===== src/rtl/pe_array_pkg.sv =====
// Shared constants, row-state encoding and config clamping for the PE array output path.
// Combinational helpers only; no latency and no flow control of its own.
package pe_array_pkg;

    localparam int          DATA_WIDTH    = 16;
    localparam int          FP16_SIGN_BIT = 15;
    localparam logic [15:0] FP16_ZERO     = 16'h0000;
    localparam int          MAX_FILTER    = 5;
    localparam int          MAX_STRIDE    = 7;

    typedef enum logic [1:0] {
        IDLE   = 2'd0,
        WARMUP = 2'd1,
        RUN    = 2'd2
    } row_state_e;

    typedef struct packed {
        logic [2:0] fs;
        logic [2:0] st;
        logic       relu;
    } row_cfg_t;

    function automatic logic [2:0] clamp_fs(input logic [2:0] fs);
        if (fs == 3'd0) begin
            return 3'd1;
        end
        if (fs > 3'(MAX_FILTER)) begin
            return 3'(MAX_FILTER);
        end
        return fs;
    endfunction

    function automatic logic [2:0] clamp_st(input logic [2:0] st);
        if (st == 3'd0) begin
            return 3'd1;
        end
        if (st > 3'(MAX_STRIDE)) begin
            return 3'(MAX_STRIDE);
        end
        return st;
    endfunction

endpackage


===== src/rtl/sync_fifo_fwft.sv =====
// First-word-fall-through FIFO: a push is visible at head_dat_o one cycle later.
// Push while full is accepted only together with a pop; otherwise it is ignored here and the parent flags it.
module sync_fifo_fwft #(
    parameter int DATA_WIDTH = 16,
    parameter int FIFO_DEPTH = 8
) (
    input  logic                          clk,
    input  logic                          reset,
    input  logic                          push_i,
    input  logic [DATA_WIDTH-1:0]         push_dat_i,
    input  logic                          pop_i,
    output logic [DATA_WIDTH-1:0]         head_dat_o,
    output logic                          full_o,
    output logic                          empty_o,
    output logic [$clog2(FIFO_DEPTH):0]   count_o
);

    localparam int AW = $clog2(FIFO_DEPTH);

    generate
        if (FIFO_DEPTH < 2 || (FIFO_DEPTH & (FIFO_DEPTH - 1)) != 0) begin : g_bad_depth
            $error("sync_fifo_fwft: FIFO_DEPTH must be a power of 2 and at least 2");
        end
    endgenerate

    logic [DATA_WIDTH-1:0] mem_q [FIFO_DEPTH];
    logic [AW-1:0]         wr_ptr_q, wr_ptr_d;
    logic [AW-1:0]         rd_ptr_q, rd_ptr_d;
    logic [AW:0]           count_q,  count_d;
    logic                  do_push;
    logic                  do_pop;

    assign full_o     = (count_q == (AW+1)'(FIFO_DEPTH));
    assign empty_o    = (count_q == '0);
    assign count_o    = count_q;
    // Gate the head so an empty FIFO presents zero rather than a stale entry.
    assign head_dat_o = empty_o ? '0 : mem_q[rd_ptr_q];

    always_comb begin
        do_pop   = pop_i && !empty_o;
        do_push  = push_i && (!full_o || do_pop);
        wr_ptr_d = wr_ptr_q;
        rd_ptr_d = rd_ptr_q;
        count_d  = count_q;
        if (do_push) begin
            wr_ptr_d = wr_ptr_q + 1'b1;
        end
        if (do_pop) begin
            rd_ptr_d = rd_ptr_q + 1'b1;
        end
        case ({do_push, do_pop})
            2'b10:   count_d = count_q + 1'b1;
            2'b01:   count_d = count_q - 1'b1;
            default: count_d = count_q;
        endcase
    end

    always_ff @(posedge clk or posedge reset) begin
        if (reset) begin
            wr_ptr_q <= '0;
            rd_ptr_q <= '0;
            count_q  <= '0;
        end else begin
            wr_ptr_q <= wr_ptr_d;
            rd_ptr_q <= rd_ptr_d;
            count_q  <= count_d;
        end
    end

    always_ff @(posedge clk) begin
        if (do_push) begin
            mem_q[wr_ptr_q] <= push_dat_i;
        end
    end

endmodule


===== src/rtl/pe_array_out_collector.sv =====
// Drops per-row warm-up samples, decimates by stride, optional ReLU, buffers kept results in a FWFT FIFO.
// Latency 1 cycle sample-to-out_valid; on a full FIFO without a pop the sample is dropped and overflow sticks.
module pe_array_out_collector #(
    parameter int DATA_WIDTH = pe_array_pkg::DATA_WIDTH,
    parameter int FIFO_DEPTH = 8,
    parameter int CNT_WIDTH  = 8
) (
    input  logic                          clk,
    input  logic                          reset,
    input  logic [2:0]                    filter_size,
    input  logic [2:0]                    stride,
    input  logic                          relu_en,
    input  logic                          row_start,
    input  logic                          pe_out_valid,
    input  logic [DATA_WIDTH-1:0]         PE_Array_out,
    output logic [DATA_WIDTH-1:0]         out_data,
    output logic                          out_valid,
    input  logic                          out_ready,
    output logic [$clog2(FIFO_DEPTH):0]   fifo_count,
    output logic [CNT_WIDTH-1:0]          row_out_count,
    output logic                          overflow
);

    import pe_array_pkg::*;

    row_cfg_t              cfg_q, cfg_d, cfg_eff;
    row_state_e            state_q, state_d, cur_state;
    logic [2:0]            skip_q, skip_d, cur_skip;
    logic [2:0]            phase_q, phase_d, cur_phase;
    logic [CNT_WIDTH-1:0]  cnt_q, cnt_d, cur_cnt;
    logic                  ovf_q, ovf_d;
    logic                  keep;
    logic [DATA_WIDTH-1:0] push_dat;
    logic                  pop;
    logic                  fifo_full;
    logic                  fifo_empty;

    // A row_start cycle first rebuilds the row state from the port config,
    // then the same cycle's sample is evaluated against that fresh state.
    always_comb begin
        cfg_d     = cfg_q;
        cfg_eff   = cfg_q;
        cur_state = state_q;
        cur_skip  = skip_q;
        cur_phase = phase_q;
        cur_cnt   = cnt_q;
        if (row_start) begin
            cfg_d.fs   = clamp_fs(filter_size);
            cfg_d.st   = clamp_st(stride);
            cfg_d.relu = relu_en;
            cfg_eff    = cfg_d;
            cur_cnt    = '0;
            cur_phase  = '0;
            if (cfg_d.fs == 3'd1) begin
                cur_state = RUN;
                cur_skip  = '0;
            end else begin
                cur_state = WARMUP;
                cur_skip  = cfg_d.fs - 3'd1;
            end
        end

        state_d = cur_state;
        skip_d  = cur_skip;
        phase_d = cur_phase;
        keep    = 1'b0;
        if (pe_out_valid) begin
            case (cur_state)
                WARMUP: begin
                    skip_d = cur_skip - 3'd1;
                    if (cur_skip == 3'd1) begin
                        state_d = RUN;
                        phase_d = '0;
                    end
                end
                RUN: begin
                    keep    = (cur_phase == 3'd0);
                    phase_d = (cur_phase == cfg_eff.st - 3'd1) ? 3'd0 : cur_phase + 3'd1;
                end
                default: begin
                end
            endcase
        end

        cnt_d = cur_cnt;
        if (keep && (cur_cnt != '1)) begin
            cnt_d = cur_cnt + 1'b1;
        end
    end

    // Any sign-set pattern (including -0 and negative NaN) clamps to +0.
    assign push_dat = (cfg_eff.relu && PE_Array_out[DATA_WIDTH-1]) ? DATA_WIDTH'(FP16_ZERO)
                                                                   : PE_Array_out;
    assign out_valid = !fifo_empty;
    assign pop       = out_valid && out_ready;
    assign ovf_d     = ovf_q | (keep & fifo_full & ~pop);

    always_ff @(posedge clk or posedge reset) begin
        if (reset) begin
            cfg_q   <= '{fs: 3'd1, st: 3'd1, relu: 1'b0};
            state_q <= IDLE;
            skip_q  <= '0;
            phase_q <= '0;
            cnt_q   <= '0;
            ovf_q   <= 1'b0;
        end else begin
            cfg_q   <= cfg_d;
            state_q <= state_d;
            skip_q  <= skip_d;
            phase_q <= phase_d;
            cnt_q   <= cnt_d;
            ovf_q   <= ovf_d;
        end
    end

    sync_fifo_fwft #(
        .DATA_WIDTH (DATA_WIDTH),
        .FIFO_DEPTH (FIFO_DEPTH)
    ) u_fifo (
        .clk        (clk),
        .reset      (reset),
        .push_i     (keep),
        .push_dat_i (push_dat),
        .pop_i      (pop),
        .head_dat_o (out_data),
        .full_o     (fifo_full),
        .empty_o    (fifo_empty),
        .count_o    (fifo_count)
    );

    assign row_out_count = cnt_q;
    assign overflow      = ovf_q;

endmodule


===== config.mk =====
export PLATFORM = sky130hd
export DESIGN_NAME = pe_array_out_collector
export DESIGN_NICKNAME = d
export VERILOG_FILES = /design/src/rtl/pe_array_pkg.sv /design/src/rtl/sync_fifo_fwft.sv /design/src/rtl/pe_array_out_collector.sv
export SDC_FILE = /design/constraint.sdc
export NUM_CORES = 1
export LEC_CHECK = 0
export BUFFER_PORTS_ARGS = -buffer_cell sky130_fd_sc_hd__clkbuf_2
export CAP_MARGIN = 20
export CORE_UTILIZATION = 45
export DETAILED_ROUTE_END_ITERATION = 8
export PLACE_DENSITY = 0.73
export SLEW_MARGIN = 20
export SYNTH_ARGS = -nofsm -noshare
export SYNTH_HDL_FRONTEND = slang
export SYNTH_SLANG_ARGS = --single-unit

===== constraint.sdc =====
create_clock -name clk -period 3.84 [get_ports clk]
set_clock_uncertainty 0.05 [all_clocks]
set_input_delay 0.768 -clock clk [delete_from_list [all_inputs] [get_ports clk]]
set_output_delay 0.768 -clock clk [all_outputs]
set_load 0.01 [all_outputs]

==> impl_metrics.toml, run 1 <==
[timing]
finalHoldViolations = 0
fmax_mhz = 285
post-route-min-period_ns = 3.51
finalCritPeriodShare = 0.914
worstMarginPinSlew_ns = 0.572
grt_setup_unrepaired = "no"
slew_headroom = 0.618
finalSetupViolCount = 0
maxSlewViolCount = 0

[grt]
grt_max_degree = 35
grt_pass1_vias = 3950
antenna_found_initial = 0
grt_usage = 0.176
grt_overflow_total = 0
grt_pass1_wl_um = 20500

[synthesis]
yosys-top-cells-count = "edfxtp_1, nor2_1, mux4_2, dfrtp_1, nand2_1"
postSynthAreaPerCell_um2 = 16.5
synth_seq_cells = 159
syn_inst = 416
synth_ff_type = "edfxtp_1"
ys_seq_area_frac = 0.675
synth_edf_count = 128
yosysTopAreaCellShare = 0.562
yosysWarnings = 0
synth.largest_area_cell = "edfxtp_1"
ys_top_cells_by_area = "edfxtp_1, dfrtp_1, mux4_2"
synth_area_um2 = 6850
async_reset_ff_frac = 0.195
synth.most_common_cell = "edfxtp_1"
ys_types = 46
synth_nets = 459

[worst_setup_path]
path_common_cell = "ha_1"
crit_chain = "clkbuf_2, nand2b_1, a21oi_1, inv_1, ha_1, nor2b_1, nand2_1, a21boi_0, inv_1, ha_1, nand4_4, nor2_1, inv_1, ha_1, xor2_1, ha_1, a21oi_1, xor2_1, nor2_1, xor2_1"
cp_data_arrival_time_ns = 3.75
worstSetupStartpoint = "filter_size[2]"
worstSetupStartpointType = "input port"
r2r_start = "state_q[0]$_DFF_PP0_"
end_kind = "register"
required_ns = 4.08
worstPathMaxFanout = 5
slowest_stage = "a21boi_0"
critPathKind = "input port to register"
slowest_delay_ns = 0.29

[die]
core_area_um2 = 14700
die_height_um = 125
die_width_um = 125
die_area_um2 = 15700
io_pins = 58
start_util = 0.466
rows = 44

[detailed_routing]
drt_iter0_drc = 230
wl_per_cell_um = 18.5
vias_per_cell = 5.43
totalWireLength_um = 12800
drcViolationCount = 2
vias = 3766
drt_pass1_iterations = 7
ant_nets = 0

[clocking]
holdBufCountCts = 0
clock_path_buffers = 2
numClockSinks = 159
tritoncts = "done"
cts_resized = 0
postCtsSetupBuffers = 0
clk_pin_slew_ns = 0.06
clk-insertion-delay-late_ns = 0.41
clock-root-buffer = "clkbuf_16"
cts-htree-levels = 4
cts_buffers = 17

[finish]
drive_gt1_frac = 0.301
syn_to_final_growth_pct = 17.0
num_antenna_cells = 0
nets = 539
finish.utilization = 0.545

[power_and_ir_drop]
p_per_area_nw_per_um2 = 634
switching_share = 0.289
intPower_mw = 3.61
power_mw = 5.08
power.switching_mw = 1.47
irDropWorstVdd_v = 0.000346
clkPwrFrac = 0.316
p_comb_frac = 0.264
p_seq_frac = 0.419
leakagePower_nw = 3.02

[placed_design]
io_buffers = 57
gp_congestion = 0.798
dpl.hpwl_um = 8120

[worst_hold_path]
hp-class = "input port to asynchronous set/reset pin"

[flow_run]
cap_violations = 0

[status]
violations = "design-rule violations"
status = "complete, but fails checks"
[final cells by class]
cell class                      count  area (um2)
Inverter                           14        52.6
Clock buffer                       19         433
Sequential cell                   159        4620
Multi-Input combinational cell    227        2100
Tap cell                          184         230
Fill cell                        1129        6690
Timing Repair Buffer               77         435
Clock inverter                     13         136
[metrics by stage]
step | std cells | setup TNS [ns] | setup WS (ns) | hold WS (ns) | instance area (um2)
after floorplan | 416 | 0 | 0.224 | 0.422 | 6860
after global placement | 661 | 0 | 0.177 | 0.407 | 7440
after detailed placement | 661 | -0.0954 | -0.0804 | 0.410 | 7440
after CTS | 693 | 0 | 0.361 | 0.358 | 8010
after global routing | 693 | 0 | 0.124 | 0.408 | 8010
final | 693 | 0 | 0.330 | 0.356 | 8010
[sequential cells by signal, summed over array words and instances (netlist names)]
signal,cells
row_out_count,8
overflow,1
u_fifo.mem_q,128
state_q,2
skip_q,3
cfg_q,4
u_fifo.rd_ptr_q,3
phase_q,3
u_fifo.wr_ptr_q,3
u_fifo.count_o,4
[path summary, 6_finish.rpt]
| check | endpoint | slack [ns] | cells past startpoint |
|---|---|---|---|
| max reg2reg | u_fifo.count_o[2]$_DFFE_PP0P_ | 1.12 | 12 |
| min reg2reg | overflow$_DFF_PP0_ | 0.42 | 1 |
| max in group asynchronous | cfg_q[1]$_DFF_PP1_ | 3.06 | 3 |
| min | u_fifo.count_o[1]$_DFFE_PP0P_ | 0.36 | 3 |
| min in group clk | overflow$_DFF_PP0_ | 0.42 | 1 |
| max | u_fifo.count_o[2]$_DFFE_PP0P_ | 0.33 | 20 |
[layer usage]
metal / global-route usage / vias up / share of wire
li1: - / 1731 / -
met1: 0.214 / 1940 / 0.42
met2: 0.298 / 84 / 0.51
met3: 0.0492 / 11 / 0.050
met4: 0.0689 / 0 / 0.013
met5: 0 / - / 0
[power groups by stage]
stage | sequential [mW] | clock, mW | combinational [mW]
2_1_floorplan | 2.08 | 0 | 1.04
3_3_place_gp | 2.16 | 0 | 1.34
3_5_place_dp | 2.17 | 0 | 1.37
4_1_cts | 2.14 | 1.64 | 1.37
5_1_grt | 2.15 | 1.71 | 1.47
6_report | 2.13 | 1.61 | 1.34
[worst max-delay path: cells and delay by family]
kind	cells	cell delay (ns)
adders and majority gates	4	0.83
buffers and inverters	4	0.42
and+or+nand+nor	6	0.70
AOI/OAI and AO/OA	3	0.65
xor gates and xnor gates	3	0.39
[logic make-up after synthesis]
group | count (synthesis) | share of synthesized area
buffers and inverters | 30 | 0.0197
AO/OA/AOI/OAI | 24 | 0.0238
multiplexers | 57 | 0.144
XOR/XNOR | 18 | 0.0230
flip-flops | 159 | 0.675
adder cells (fa/ha/maj) | 15 | 0.0274
AND/OR/NAND/NOR | 113 | 0.0874
[layout by cell type (no fill, tap or decap), types with 2 or more instances in the layout]
| cell type | instances |
|---|---|
| a22o_1 | 2 |
| nor2_1 | 39 |
| nor2b_1 | 9 |
| ha_1 | 15 |
| clkinv_1 | 3 |
| o21ai_0 | 5 |
| nand2_1 | 22 |
| nand2b_1 | 7 |
| buf_4 | 20 |
| dfrtp_1 | 29 |
| bufinv_16 | 2 |
| mux2_2 | 6 |
| clkbuf_1 | 2 |
| inv_6 | 4 |
| clkbuf_2 | 57 |
| inv_1 | 13 |
| xor2_1 | 6 |
| a21o_1 | 2 |
| mux2i_1 | 18 |
| nor3_2 | 3 |
| or3_1 | 2 |
| xnor2_1 | 12 |
| edfxtp_1 | 128 |
| nor3b_1 | 2 |
| clkinv_4 | 2 |
| mux4_2 | 32 |
| nor4_1 | 4 |
| a21oi_1 | 5 |
| o31ai_1 | 2 |
| nand3_1 | 2 |
| and2_1 | 16 |
| clkbuf_16 | 17 |
Power figures use the tool's default switching activity.
==> run 2, diff against run 1 <==
- PLACE_DENSITY: 0.73 -> 0.75
- clock period: 3.84 -> 2.8 ns (I/O delays scaled with it)
==> impl_metrics.toml, run 2 (same netlist as run 1, synthesis figures left out) <==
[status]
status = "complete, but fails checks"
violations = "design-rule violations"

[worst_setup_path]
slowest_stage = "ha_2"
end_kind = "register"
r2r_cells = 9
path_common_cell = "ha_4"
crit_chain = "buf_6, nand2b_4, a21oi_4, inv_2, ha_4, nor2b_4, nand2_2, a21boi_4, inv_2, ha_4, nand4_4, nor2_4, inv_4, ha_4, xor2_2, ha_2, a21oi_2, xor2_1, nor2_1, xor2_1"
reg2reg_slack_ns = 0.23
r2r_end = "phase_q[0]$_DFF_PP0_"
worstSetupStartpointType = "input port"
slowest_delay_ns = 0.19
worstPathMaxFanout = 3
critPathKind = "input port to register"
r2r_start = "cfg_q[1]$_DFF_PP1_"
cp_data_arrival_time_ns = 2.93
required_ns = 3.04

[placed_design]
io_buffers = 57
dpl.hpwl_um = 8300
dpl_worst_slack_ns = -0.365
place_area_um2 = 7820
dp_cells = 674
gp_congestion = 0.758

[grt]
grt_pass1_vias = 3989
antenna_found_initial = 0
grt_usage = 0.181
grt_overflow_total = 0
grt_pass1_wl_um = 21200
grt_max_degree = 35

[detailed_routing]
vias = 3861
drcViolationCount = 2
wl_per_cell_um = 18.8
drt_iter0_drc = 264
vias_per_cell = 5.43
ant_nets = 0
totalWireLength_um = 13400
drt_pass1_iterations = 7

[finish]
nets = 558
fin_area_um2 = 8490
largest_reg_flops = 128
final_cells = 711
drive_gt1_frac = 0.380
num_antenna_cells = 0
final_common_cell = "edfxtp_1"
top_register = "u_fifo.mem_q"
n_fill_cell = 1057
final_cell_mix = "edfxtp_1, clkbuf_2, mux4_2, nor2_1, dfrtp_1"
syn_to_final_growth_pct = 24.0

[die]
die_height_um = 125
start_util = 0.466
core_area_um2 = 14700
rows = 44
die_width_um = 125
die_area_um2 = 15700
io_pins = 58

[clocking]
tritoncts = "done"
holdBufCountCts = 0
clk_pin_slew_ns = 0.06
numClockSinks = 159
clock_path_buffers = 2
cts-htree-levels = 4
clk-insertion-delay-late_ns = 0.41
cts_buffers = 17
clock-root-buffer = "clkbuf_16"

[power_and_ir_drop]
leakagePower_nw = 3.18
p_per_area_nw_per_um2 = 849
irDropWorstVdd_v = 0.000450
power_mw = 7.21

[timing]
fin_ws_ns = 0.104
slew_headroom = 0.691
maxSlewViolCount = 0
finalHoldViolations = 0
finalCritPeriodShare = 0.963
finalSetupViolCount = 0
post-route-min-period_ns = 2.70
fmax_mhz = 371
worstMarginPinSlew_ns = 0.463

[flow_run]
cap_violations = 0

[worst_hold_path]
hp-class = "input port to asynchronous set/reset pin"
run 2: routing by layer:
metal | track usage | part of all wire | vias to the layer above
met4 | 0.0617 | 0.018 | 0
met2 | 0.298 | 0.51 | 101
li1 | - | - | 1776
met3 | 0.0441 | 0.042 | 22
met5 | 0 | 0 | -
met1 | 0.236 | 0.43 | 1962
run 2: timing repair:
item	in CTS	in global routing
buffers inserted	0	6
pin swaps	0	4
endpoints found under the setup margin	3	11
resized for setup	1	17
run 2: worst max-delay path by stage:
stage | startpoint | to | slack, ns | cells after the start
after floorplan | filter_size[2] | u_fifo.mem_q[0][0]$_DFFE_PP_ | -0.26 | 12
after global placement | filter_size[1] | u_fifo.count_o[2]$_DFFE_PP0P_ | -0.25 | 20
after detailed placement | filter_size[1] | u_fifo.count_o[2]$_DFFE_PP0P_ | -0.37 | 20
after CTS | u_fifo.rd_ptr_q[0]$_DFFE_PP0P_ | out_data[5] | 0.03 | 5
after global routing | filter_size[2] | u_fifo.count_o[2]$_DFFE_PP0P_ | -0.03 | 20
final | filter_size[2] | u_fifo.count_o[2]$_DFFE_PP0P_ | 0.10 | 20
run 2: layout make-up:
type / count / area (um2) / area share
sequential: 159 / 4620 / 0.545
tap: 184 / 230 / 0.0271
multi-input combinational: 227 / 2290 / 0.270
timing repair buffer: 96 / 728 / 0.0858
clock buffer: 17 / 425 / 0.0501
clock inverter: 14 / 134 / 0.0158
inverter: 14 / 55.1 / 0.00648
run 2: metrics by stage:
| step | TNS (ns) | hold WS [ns] | util |
|---|---|---|---|
| after floorplan | -6.42 | 0.422 | - |
| after detailed placement | -13.99 | 0.414 | 0.532 |
| after global placement | -9.02 | 0.411 | 0.532 |
| final | 0 | 0.164 | 0.578 |
| after global routing | -0.0277 | 0.202 | 0.578 |
| after CTS | 0 | 0.164 | 0.570 |
run 2: critical path: cells and delay by family:
kind / cells / cell delay [ns]
adder cells (fa/ha/maj): 4 / 0.61
XOR/XNOR: 3 / 0.48
buffers and inverters: 4 / 0.29
AND/OR/NAND/NOR: 6 / 0.68
AO/OA/AOI/OAI: 3 / 0.34
run 2: power by group:
group	leakage (nW)	internal, mW	switching, mW
registers	1.55	2.70	0.177
clock network	0.267	1.23	0.945
logic	1.36	1.10	1.05
total	3.18	5.03	2.18
